`src/rtl/ext_uart_port.sv`:
```
// EXT I/O peripheral: byte writes become 8N1 frames on txd, 8N1 frames on rxd are offered on the read port.
// Define EXT_UART_RX_FIFO_EN for a 2**FIFO_AW-deep RX FIFO; otherwise RX storage is one holding register.
module ext_uart_port #(
    parameter int unsigned DIVISOR = 434,
    parameter int unsigned FIFO_AW = 2
) (
    input  logic       clk,
    input  logic       reset,
    input  logic [7:0] cq,
    input  logic       cwre,
    output logic       cbsy,
    output logic [7:0] cd,
    output logic       crda,
    input  logic       cack,
    output logic       txd,
    input  logic       rxd,
    output logic       rx_overrun
);
    localparam logic [15:0] DIV_LAST = 16'(DIVISOR - 1);
    localparam logic [15:0] DIV_FULL = 16'(DIVISOR);
    localparam logic [15:0] DIV_HALF = 16'(DIVISOR / 2);

    if (DIVISOR < 4 || DIVISOR > 65535 || FIFO_AW < 1) begin : g_bad_param
        $error("ext_uart_port: DIVISOR or FIFO_AW out of range");
    end

    typedef enum logic [1:0] {S_IDLE, S_START, S_DATA, S_STOP} state_e;

    state_e      tx_state_q, tx_state_d;
    logic [15:0] tx_div_q, tx_div_d;
    logic [2:0]  tx_bit_q, tx_bit_d;
    logic [7:0]  tx_sh_q, tx_sh_d;

    always_ff @(posedge clk) begin
        if (!reset) begin
            tx_state_q <= S_IDLE;
            tx_div_q   <= '0;
            tx_bit_q   <= '0;
            tx_sh_q    <= '0;
        end else begin
            tx_state_q <= tx_state_d;
            tx_div_q   <= tx_div_d;
            tx_bit_q   <= tx_bit_d;
            tx_sh_q    <= tx_sh_d;
        end
    end

    always_comb begin
        tx_state_d = tx_state_q;
        tx_div_d   = tx_div_q;
        tx_bit_d   = tx_bit_q;
        tx_sh_d    = tx_sh_q;
        if (tx_state_q == S_IDLE) begin
            if (cwre) begin
                tx_state_d = S_START;
                tx_div_d   = '0;
                tx_bit_d   = '0;
                tx_sh_d    = cq;
            end
        end else if (tx_div_q == DIV_LAST) begin
            tx_div_d = '0;
            unique case (tx_state_q)
                S_START: tx_state_d = S_DATA;
                S_DATA: begin
                    tx_sh_d  = {1'b0, tx_sh_q[7:1]};
                    tx_bit_d = tx_bit_q + 3'd1;
                    if (tx_bit_q == 3'd7) tx_state_d = S_STOP;
                end
                default: tx_state_d = S_IDLE;
            endcase
        end else begin
            tx_div_d = tx_div_q + 16'd1;
        end
    end

    always_comb begin
        txd = 1'b1;
        if (tx_state_q == S_START)     txd = 1'b0;
        else if (tx_state_q == S_DATA) txd = tx_sh_q[0];
    end

    assign cbsy = (tx_state_q != S_IDLE);

    // RX: rx_s2_q is the synchronised line; rx_prev_q is its previous value for start-edge detection.
    logic        rx_s1_q, rx_s2_q, rx_prev_q;
    state_e      rx_state_q, rx_state_d;
    logic [15:0] rx_div_q, rx_div_d;
    logic [2:0]  rx_bit_q, rx_bit_d;
    logic [7:0]  rx_sh_q, rx_sh_d;
    logic        push;

    always_ff @(posedge clk) begin
        if (!reset) begin
            rx_s1_q    <= 1'b1;
            rx_s2_q    <= 1'b1;
            rx_prev_q  <= 1'b1;
            rx_state_q <= S_IDLE;
            rx_div_q   <= '0;
            rx_bit_q   <= '0;
            rx_sh_q    <= '0;
        end else begin
            rx_s1_q    <= rxd;
            rx_s2_q    <= rx_s1_q;
            rx_prev_q  <= rx_s2_q;
            rx_state_q <= rx_state_d;
            rx_div_q   <= rx_div_d;
            rx_bit_q   <= rx_bit_d;
            rx_sh_q    <= rx_sh_d;
        end
    end

    // The divider counts down and the line is sampled on the cycle it reads 1.
    always_comb begin
        rx_state_d = rx_state_q;
        rx_div_d   = rx_div_q;
        rx_bit_d   = rx_bit_q;
        rx_sh_d    = rx_sh_q;
        push       = 1'b0;
        if (rx_state_q == S_IDLE) begin
            if (rx_prev_q && !rx_s2_q) begin
                rx_state_d = S_START;
                rx_div_d   = DIV_HALF;
                rx_bit_d   = '0;
            end
        end else if (rx_div_q != 16'd1) begin
            rx_div_d = rx_div_q - 16'd1;
        end else begin
            rx_div_d = DIV_FULL;
            unique case (rx_state_q)
                S_START: begin
                    if (rx_s2_q) begin
                        rx_state_d = S_IDLE;
                        rx_div_d   = '0;
                    end else begin
                        rx_state_d = S_DATA;
                    end
                end
                S_DATA: begin
                    rx_sh_d  = {rx_s2_q, rx_sh_q[7:1]};
                    rx_bit_d = rx_bit_q + 3'd1;
                    if (rx_bit_q == 3'd7) rx_state_d = S_STOP;
                end
                default: begin
                    rx_state_d = S_IDLE;
                    rx_div_d   = '0;
                    push       = rx_s2_q;
                end
            endcase
        end
    end

`ifdef EXT_UART_RX_FIFO_EN
    localparam int unsigned DEPTH = 1 << FIFO_AW;
    localparam logic [FIFO_AW:0] PTR_ONE = 1;

    logic [7:0]       mem_q [DEPTH];
    logic [FIFO_AW:0] wptr_q, rptr_q;
    logic             ovr_q, empty, full, pop, wr;

    assign empty = (wptr_q == rptr_q);
    assign full  = (wptr_q[FIFO_AW] != rptr_q[FIFO_AW]) &&
                   (wptr_q[FIFO_AW-1:0] == rptr_q[FIFO_AW-1:0]);
    assign pop   = cack && !empty;
    assign wr    = push && (!full || pop);

    always_ff @(posedge clk) begin
        if (!reset) begin
            for (int unsigned i = 0; i < DEPTH; i++) mem_q[i] <= '0;
            wptr_q <= '0;
            rptr_q <= '0;
            ovr_q  <= 1'b0;
        end else begin
            if (wr) begin
                mem_q[wptr_q[FIFO_AW-1:0]] <= rx_sh_q;
                wptr_q <= wptr_q + PTR_ONE;
            end
            if (pop) rptr_q <= rptr_q + PTR_ONE;
            ovr_q <= push && full && !pop;
        end
    end

    assign cd   = mem_q[rptr_q[FIFO_AW-1:0]];
    assign crda = !empty;
`else
    logic [7:0] hold_q;
    logic       full_q, ovr_q, pop;

    assign pop = cack && full_q;

    always_ff @(posedge clk) begin
        if (!reset) begin
            hold_q <= '0;
            full_q <= 1'b0;
            ovr_q  <= 1'b0;
        end else begin
            if (push && (!full_q || pop)) hold_q <= rx_sh_q;
            if (push)     full_q <= 1'b1;
            else if (pop) full_q <= 1'b0;
            ovr_q <= push && full_q && !pop;
        end
    end

    assign cd   = hold_q;
    assign crda = full_q;
`endif

    assign rx_overrun = ovr_q;
endmodule

```
`config.mk`:
```
export PLATFORM = sky130hd
export DESIGN_NAME = ext_uart_port
export DESIGN_NICKNAME = d
export VERILOG_FILES = /design/src/rtl/ext_uart_port.sv
export SDC_FILE = /design/constraint.sdc
export NUM_CORES = 1
export LEC_CHECK = 0
export CAP_MARGIN = 40
export CORE_MARGIN = 5
export CORE_UTILIZATION = 56
export DETAILED_ROUTE_END_ITERATION = 6
export PLACE_DENSITY = 0.78
export SYNTH_ARGS = -nofsm -noshare
export SYNTH_HDL_FRONTEND = slang
export SYNTH_SLANG_ARGS = --single-unit
```
`constraint.sdc`:
```
create_clock -name clk -period 3.1 [get_ports clk]
set_input_delay 0.62 -clock clk [delete_from_list [all_inputs] [get_ports clk]]
set_output_delay 0.62 -clock clk [all_outputs]
set_load 0.01 [all_outputs]
```
# Word-level counts from Yosys, hierarchy flattened

Index checks and enable logic that the tools add are counted.

Register bits after elaboration: 71
Bits of input ports: 13
Output and inout port bits: 12
Word-level logic and storage cells: 93

Add/subtract/negate cells: 4
Equal/unequal tests: 13
Mux-type cells: 38
Bitwise logic cells: 2
Reduce and logical (&&, ||, !) cells: 22

Operators by type and width:

| cell                    | number |
|---|---|
| $mux W16                | 6 |
| $mux W8                 | 4 |
| $mux W3                 | 8 |
| $mux W2                 | 9 |
| $pmux W9 S2             | 1 |
| $add A16 B1 Y16 const B | 1 |
| $eq A16 B9 Y1 const B   | 1 |
| $ne A16 B1 Y1 const B   | 1 |
| $sub A16 B1 Y16 const B | 1 |
| $reduce_and A3 Y1       | 5 |
| $reduce_bool A2 Y1      | 5 |
| $mux W9                 | 1 |
| $pmux W2 S2             | 2 |
| $mux W1                 | 7 |
| $add A3 B1 Y3 const B   | 2 |
| $eq A3 B3 Y1 const B    | 2 |
| $ne A3 B3 Y1 const B    | 2 |
| $logic_and A1 B1 Y1     | 5 |
| $eq A2 B1 Y1 const B    | 2 |
| $eq A2 B2 Y1 const B    | 2 |
| $logic_not A2 Y1        | 2 |
| $ne A2 B2 Y1 const B    | 2 |
| $logic_not A1 Y1        | 3 |
| $ne A2 B1 Y1 const B    | 1 |
| other kinds (3)         | 4 |

# Depth between registers and ports, before layout

Depth after elaboration: 7
Depth in mapped cells: 8
Gate-level depth less buffers: 6

# Worst setup path before layout

Ideal clock, no wire load.

Kind: register -> register
From: register tx_state_q[0]
To: register tx_sh_q[2]
Library setup time: 134 ps
Data arrival time: 1827 ps
Required time: 2966 ps
Path slack: 1139 ps
Stages on the path, launching flop included: 7
Buffers on the path: 0
Period minus slack after synthesis: 1961 ps
Cells stage by stage: dfxtp_1 inv_1 ha_1 or4b_1 nor4_4 a21o_1 a211oi_1

Cells in the longest elaborated chain, start to end: 3
Elaborated cells on any way between the ends: 7
Those cells by class: 2 x eq/ne; 1 x mux; 4 x reduce/logical

RTL lines:

| item                                                                | line   | text |
|---|---|---|
| start, declared                                                     | 29     | `state_e tx_state_q, tx_state_d;` |
| start signal, assigned                                              | 41     | `tx_state_q <= tx_state_d;` |
| $eq A2 B2 Y1 / $logic_not A2 Y1 (equally long branches)             | 62, 53 |  |
| $reduce_bool A2 Y1 (no line) / $ne A2 B2 Y1 (equally long branches) | -      |  |
| $reduce_and A3 Y1 (no line)                                         | -      |  |
| end signal, assigned                                                | 44     | `tx_sh_q <= tx_sh_d;` |
| end, declared                                                       | 32     | `logic [7:0] tx_sh_q, tx_sh_d;` |

Several ways; a longest one is shown, not always the timed one.
A chain may end at the register's enable or synchronous reset.

==> impl_metrics.csv <==
group,metric,value,unit
grt,antenna_found_initial,0,
final_layout,fill_cells,571,
final_layout,fin_nets,484,
worst_hold_path,holdCritPathClass,"reg2reg",
clock_network,cts-resized-gates,0,
power_and_ir_drop,ir_drop,272.6,uV
power_and_ir_drop,switching_power,0.6992,mW
worst_setup_path,critPathCaptureType,"register",
power_and_ir_drop,p_leak,1.485,nW
floorplanning,io-pin-count,25,
yosys,ys_seq_area_share,37.47,%
clock_network,clock-sinks,71,
yosys,yosys_register_bits,71,
detailed_routing,drc,0,
timing,max_freq,0.3955,GHz
floorplanning,dieArea,8520,sq um
placement,place_hpwl,5534,microns
detailed_routing,drt_iter0_markers,169,
grt,grt_pass1_vias,3102,
worst_setup_path,path_delay_family,"buffers and inverters",
worst_setup_path,cp.required,3390,ps
clock_network,cts_setup_buffers,0,
detailed_routing,dr.pass1.iters,6,
worst_setup_path,crit_chain,"clkdlybuf4s50_1, nand2_1, o311ai_0, o21a_1",
power_and_ir_drop,p_comb_share,20.0,%
clock_network,cts_inserted_buffers,9,
clock_network,clk_pin_slew,90,ps
clock_network,htreeDepth,3,
clock_network,clkLatencyLatePin,350,ps
detailed_routing,ant_nets,0,
yosys,synth_cell_type_count,59,
placement,detailed_place.area,4076,sq um
final_layout,layout-drive-gt1-share,7.592,%
clock_network,clockRootBuffer,"clkbuf_8",
floorplanning,die_w,92.31,microns
outcome,status,"finished, final reports clean",
detailed_routing,vias_per_cell,6.253,
grt,grt_overflow,0,
worst_setup_path,cp.arrival,2820,ps
floorplanning,start_util,56.78,%
yosys,synth.area.top_cells,"dfxtp_1 (37%), mux2i_1 (5.3%), ha_1 (4.9%)",
worst_setup_path,cp_max_fo,23,
detailed_routing,post_drt_wl_per_cell,15.47,microns
clock_network,cts_tree,"done",
yosys,ys.flop_type,"dfxtp_1",
timing,fin_skew,13.18,ps
run,maxCapViolCount,0,
timing,relSlewSlack,51.13,%
timing,rsz0062_at_grt,"no",
clock_network,cts_buffer_depth,2,
yosys,synth.avg_cell_area,8.642,sq um
floorplanning,die_h,92.31,microns
yosys,yosys.area.top_type,"dfxtp_1",
placement,gp_congestion,0.8593,
grt,grt_start_max_net_pins,29,
floorplanning,coreArea,6681,sq um
detailed_routing,wl,8370,microns
yosys,syn_nets,467,
timing,final_max_slew_viol_count,0,
timing,hold_violations,0,
grt,grt_usage,20.11,%
final_layout,syn2layout_area_growth,13.42,%
yosys,ys_warn_count,0,
worst_setup_path,path_buf_inv,1,
final_layout,fin_area,4303,sq um
timing,tightest_slew,725.4,ps
power_and_ir_drop,internal_power,1.629,mW
floorplanning,core.rowCount,30,
power_and_ir_drop,pwr-share-clk,36.0,%
power_and_ir_drop,switching_share,30.03,%
worst_setup_path,cp-start-kind,"input pin",
power_and_ir_drop,seqPwrFrac,44.0,%
timing,finalCritPeriodShare,81.57,%
timing,tns,0,ps
detailed_routing,vias,3383,
yosys,netlist_area,3794,sq um
worst_setup_path,cp_slowest_cell,"clkdlybuf4s50_1",
worst_setup_path,max_stage_delay,880,ps
yosys,yosysTopAreaCellShare,37.47,%
yosys,async_flop_share,0,%
placement,io_buffers,24,
grt,grt_pass1_wl,14170,microns
timing,setup-violations-final,0,
final_layout,final_common_cell,"dfxtp_1",
clock_network,hold_buffers,0,
yosys,synth_edf_count,0,
timing,fin_crit,2529,ps
power_and_ir_drop,p_per_area,541.2,nW/um^2
worst_setup_path,path_class,"in2reg",
yosys,synthCells,439,
final_layout,final_cell_mix,"dfxtp_1 (71), nand2_1 (36), nand3_1 (30), clkdlybuf4s50_1 (24)",
final_layout,diodes,0,
==> state kept, by name, summed over array words and instances, names as in the netlist <==
| name | flops |
|---|---|
| rx_bit_q | 3 |
| tx_sh_q | 8 |
| crda | 1 |
| tx_div_q | 16 |
| rx_prev_q | 1 |
| rx_state_q | 2 |
| rx_s2_q | 1 |
| tx_bit_q | 3 |
| rx_sh_q | 8 |
| rx_overrun | 1 |
| rx_div_q | 16 |
| tx_state_q | 2 |
| rx_s1_q | 1 |
| cd | 8 |
==> final timing paths <==
path                                  from                         to  slack, ps  depth (start not counted)
hold reg to reg         rx_s1_q$_SDFF_PN1_         rx_s2_q$_SDFF_PN1_        420                          1
setup / recovery                     reset  tx_div_q[11]$_SDFFE_PN0P_        570                          4
setup reg to reg  tx_div_q[0]$_SDFFE_PN0P_   tx_div_q[5]$_SDFFE_PN0P_        780                          6
hold / removal          rx_s1_q$_SDFF_PN1_         rx_s2_q$_SDFF_PN1_        420                          1
==> Yosys cell counts, drive strengths merged (4+ instances only) <==
| library cell | count |
|---|---|
| dfxtp | 71 |
| nor2b | 8 |
| inv | 20 |
| nor3b | 6 |
| a21oi | 20 |
| nand4 | 11 |
| or4 | 8 |
| nand2 | 36 |
| nor2 | 9 |
| nand3 | 30 |
| nor4 | 16 |
| ha | 15 |
| or3 | 4 |
| o21a | 8 |
| o31ai | 4 |
| nand2b | 7 |
| clkbuf | 17 |
| buf | 9 |
| xnor2 | 5 |
| mux2i | 20 |
| a22o | 4 |
| o311ai | 5 |
| a31oi | 8 |
| nor3 | 18 |
| a21o | 4 |
| a211oi | 16 |
| o21ai | 20 |
==> stage by stage <==
stage / power (mW) / setup WS [ps] / std cells / hold WS (ps) / utilization [%]
floorplan: 1.386 / 1139 / 439 / 386.3 / -
global placement: 1.490 / 353.4 / 525 / 393.8 / 61.01
detailed placement: 1.503 / 224.8 / 525 / 405.6 / 61.01
CTS: 2.338 / 587.1 / 541 / 431.4 / 64.40
global route: 2.433 / 405.0 / 541 / 470.0 / 64.40
finish: 2.329 / 571.3 / 541 / 423.2 / 64.40
==> routing by layer <==
layer | GRT usage (%) | part of all wire, % | up-vias
met5 | 0 | 0 | -
met4 | 8.787 | 1.4 | 0
met3 | 3.412 | 4.0 | 12
met2 | 31.66 | 46 | 65
met1 | 27.07 | 49 | 1620
li1 | - | - | 1686
==> layout make-up <==
class                           instances  area, sq um  share of cell area, %
Timing Repair Buffer                   32        300.3                  6.979
Clock buffer                            9        123.9                  2.879
Inverter                               20        75.07                  1.745
Sequential cell                        71         1421                  33.03
Clock inverter                          7        102.6                  2.384
Tap cell                               80        100.1                  2.326
Multi-Input combinational cell        322         2180                  50.65
==> cell families (layout without fill, tap and decap cells) <==
family,Yosys count,in the layout,share of synthesized area [%]
XOR/XNOR,5,5,1.154
adder cells (fa/ha/maj),15,15,4.947
buffers and inverters,46,68,5.079
AO/OA/AOI/OAI,107,107,19.23
flip-flops,71,71,37.47
AND/OR/NAND/NOR,173,173,26.25
multiplexers,22,22,5.871
==> power by group through the flow <==
stage	Clock, mW	Sequential, mW	Combinational, mW
4_1_cts	0.854	1.02	0.462
3_3_place_gp	0	1.04	0.449
2_1_floorplan	0	1.03	0.360
6_report	0.839	1.02	0.466
5_1_grt	0.890	1.03	0.513
3_5_place_dp	0	1.04	0.459
Power figures use the tool's default switching activity.
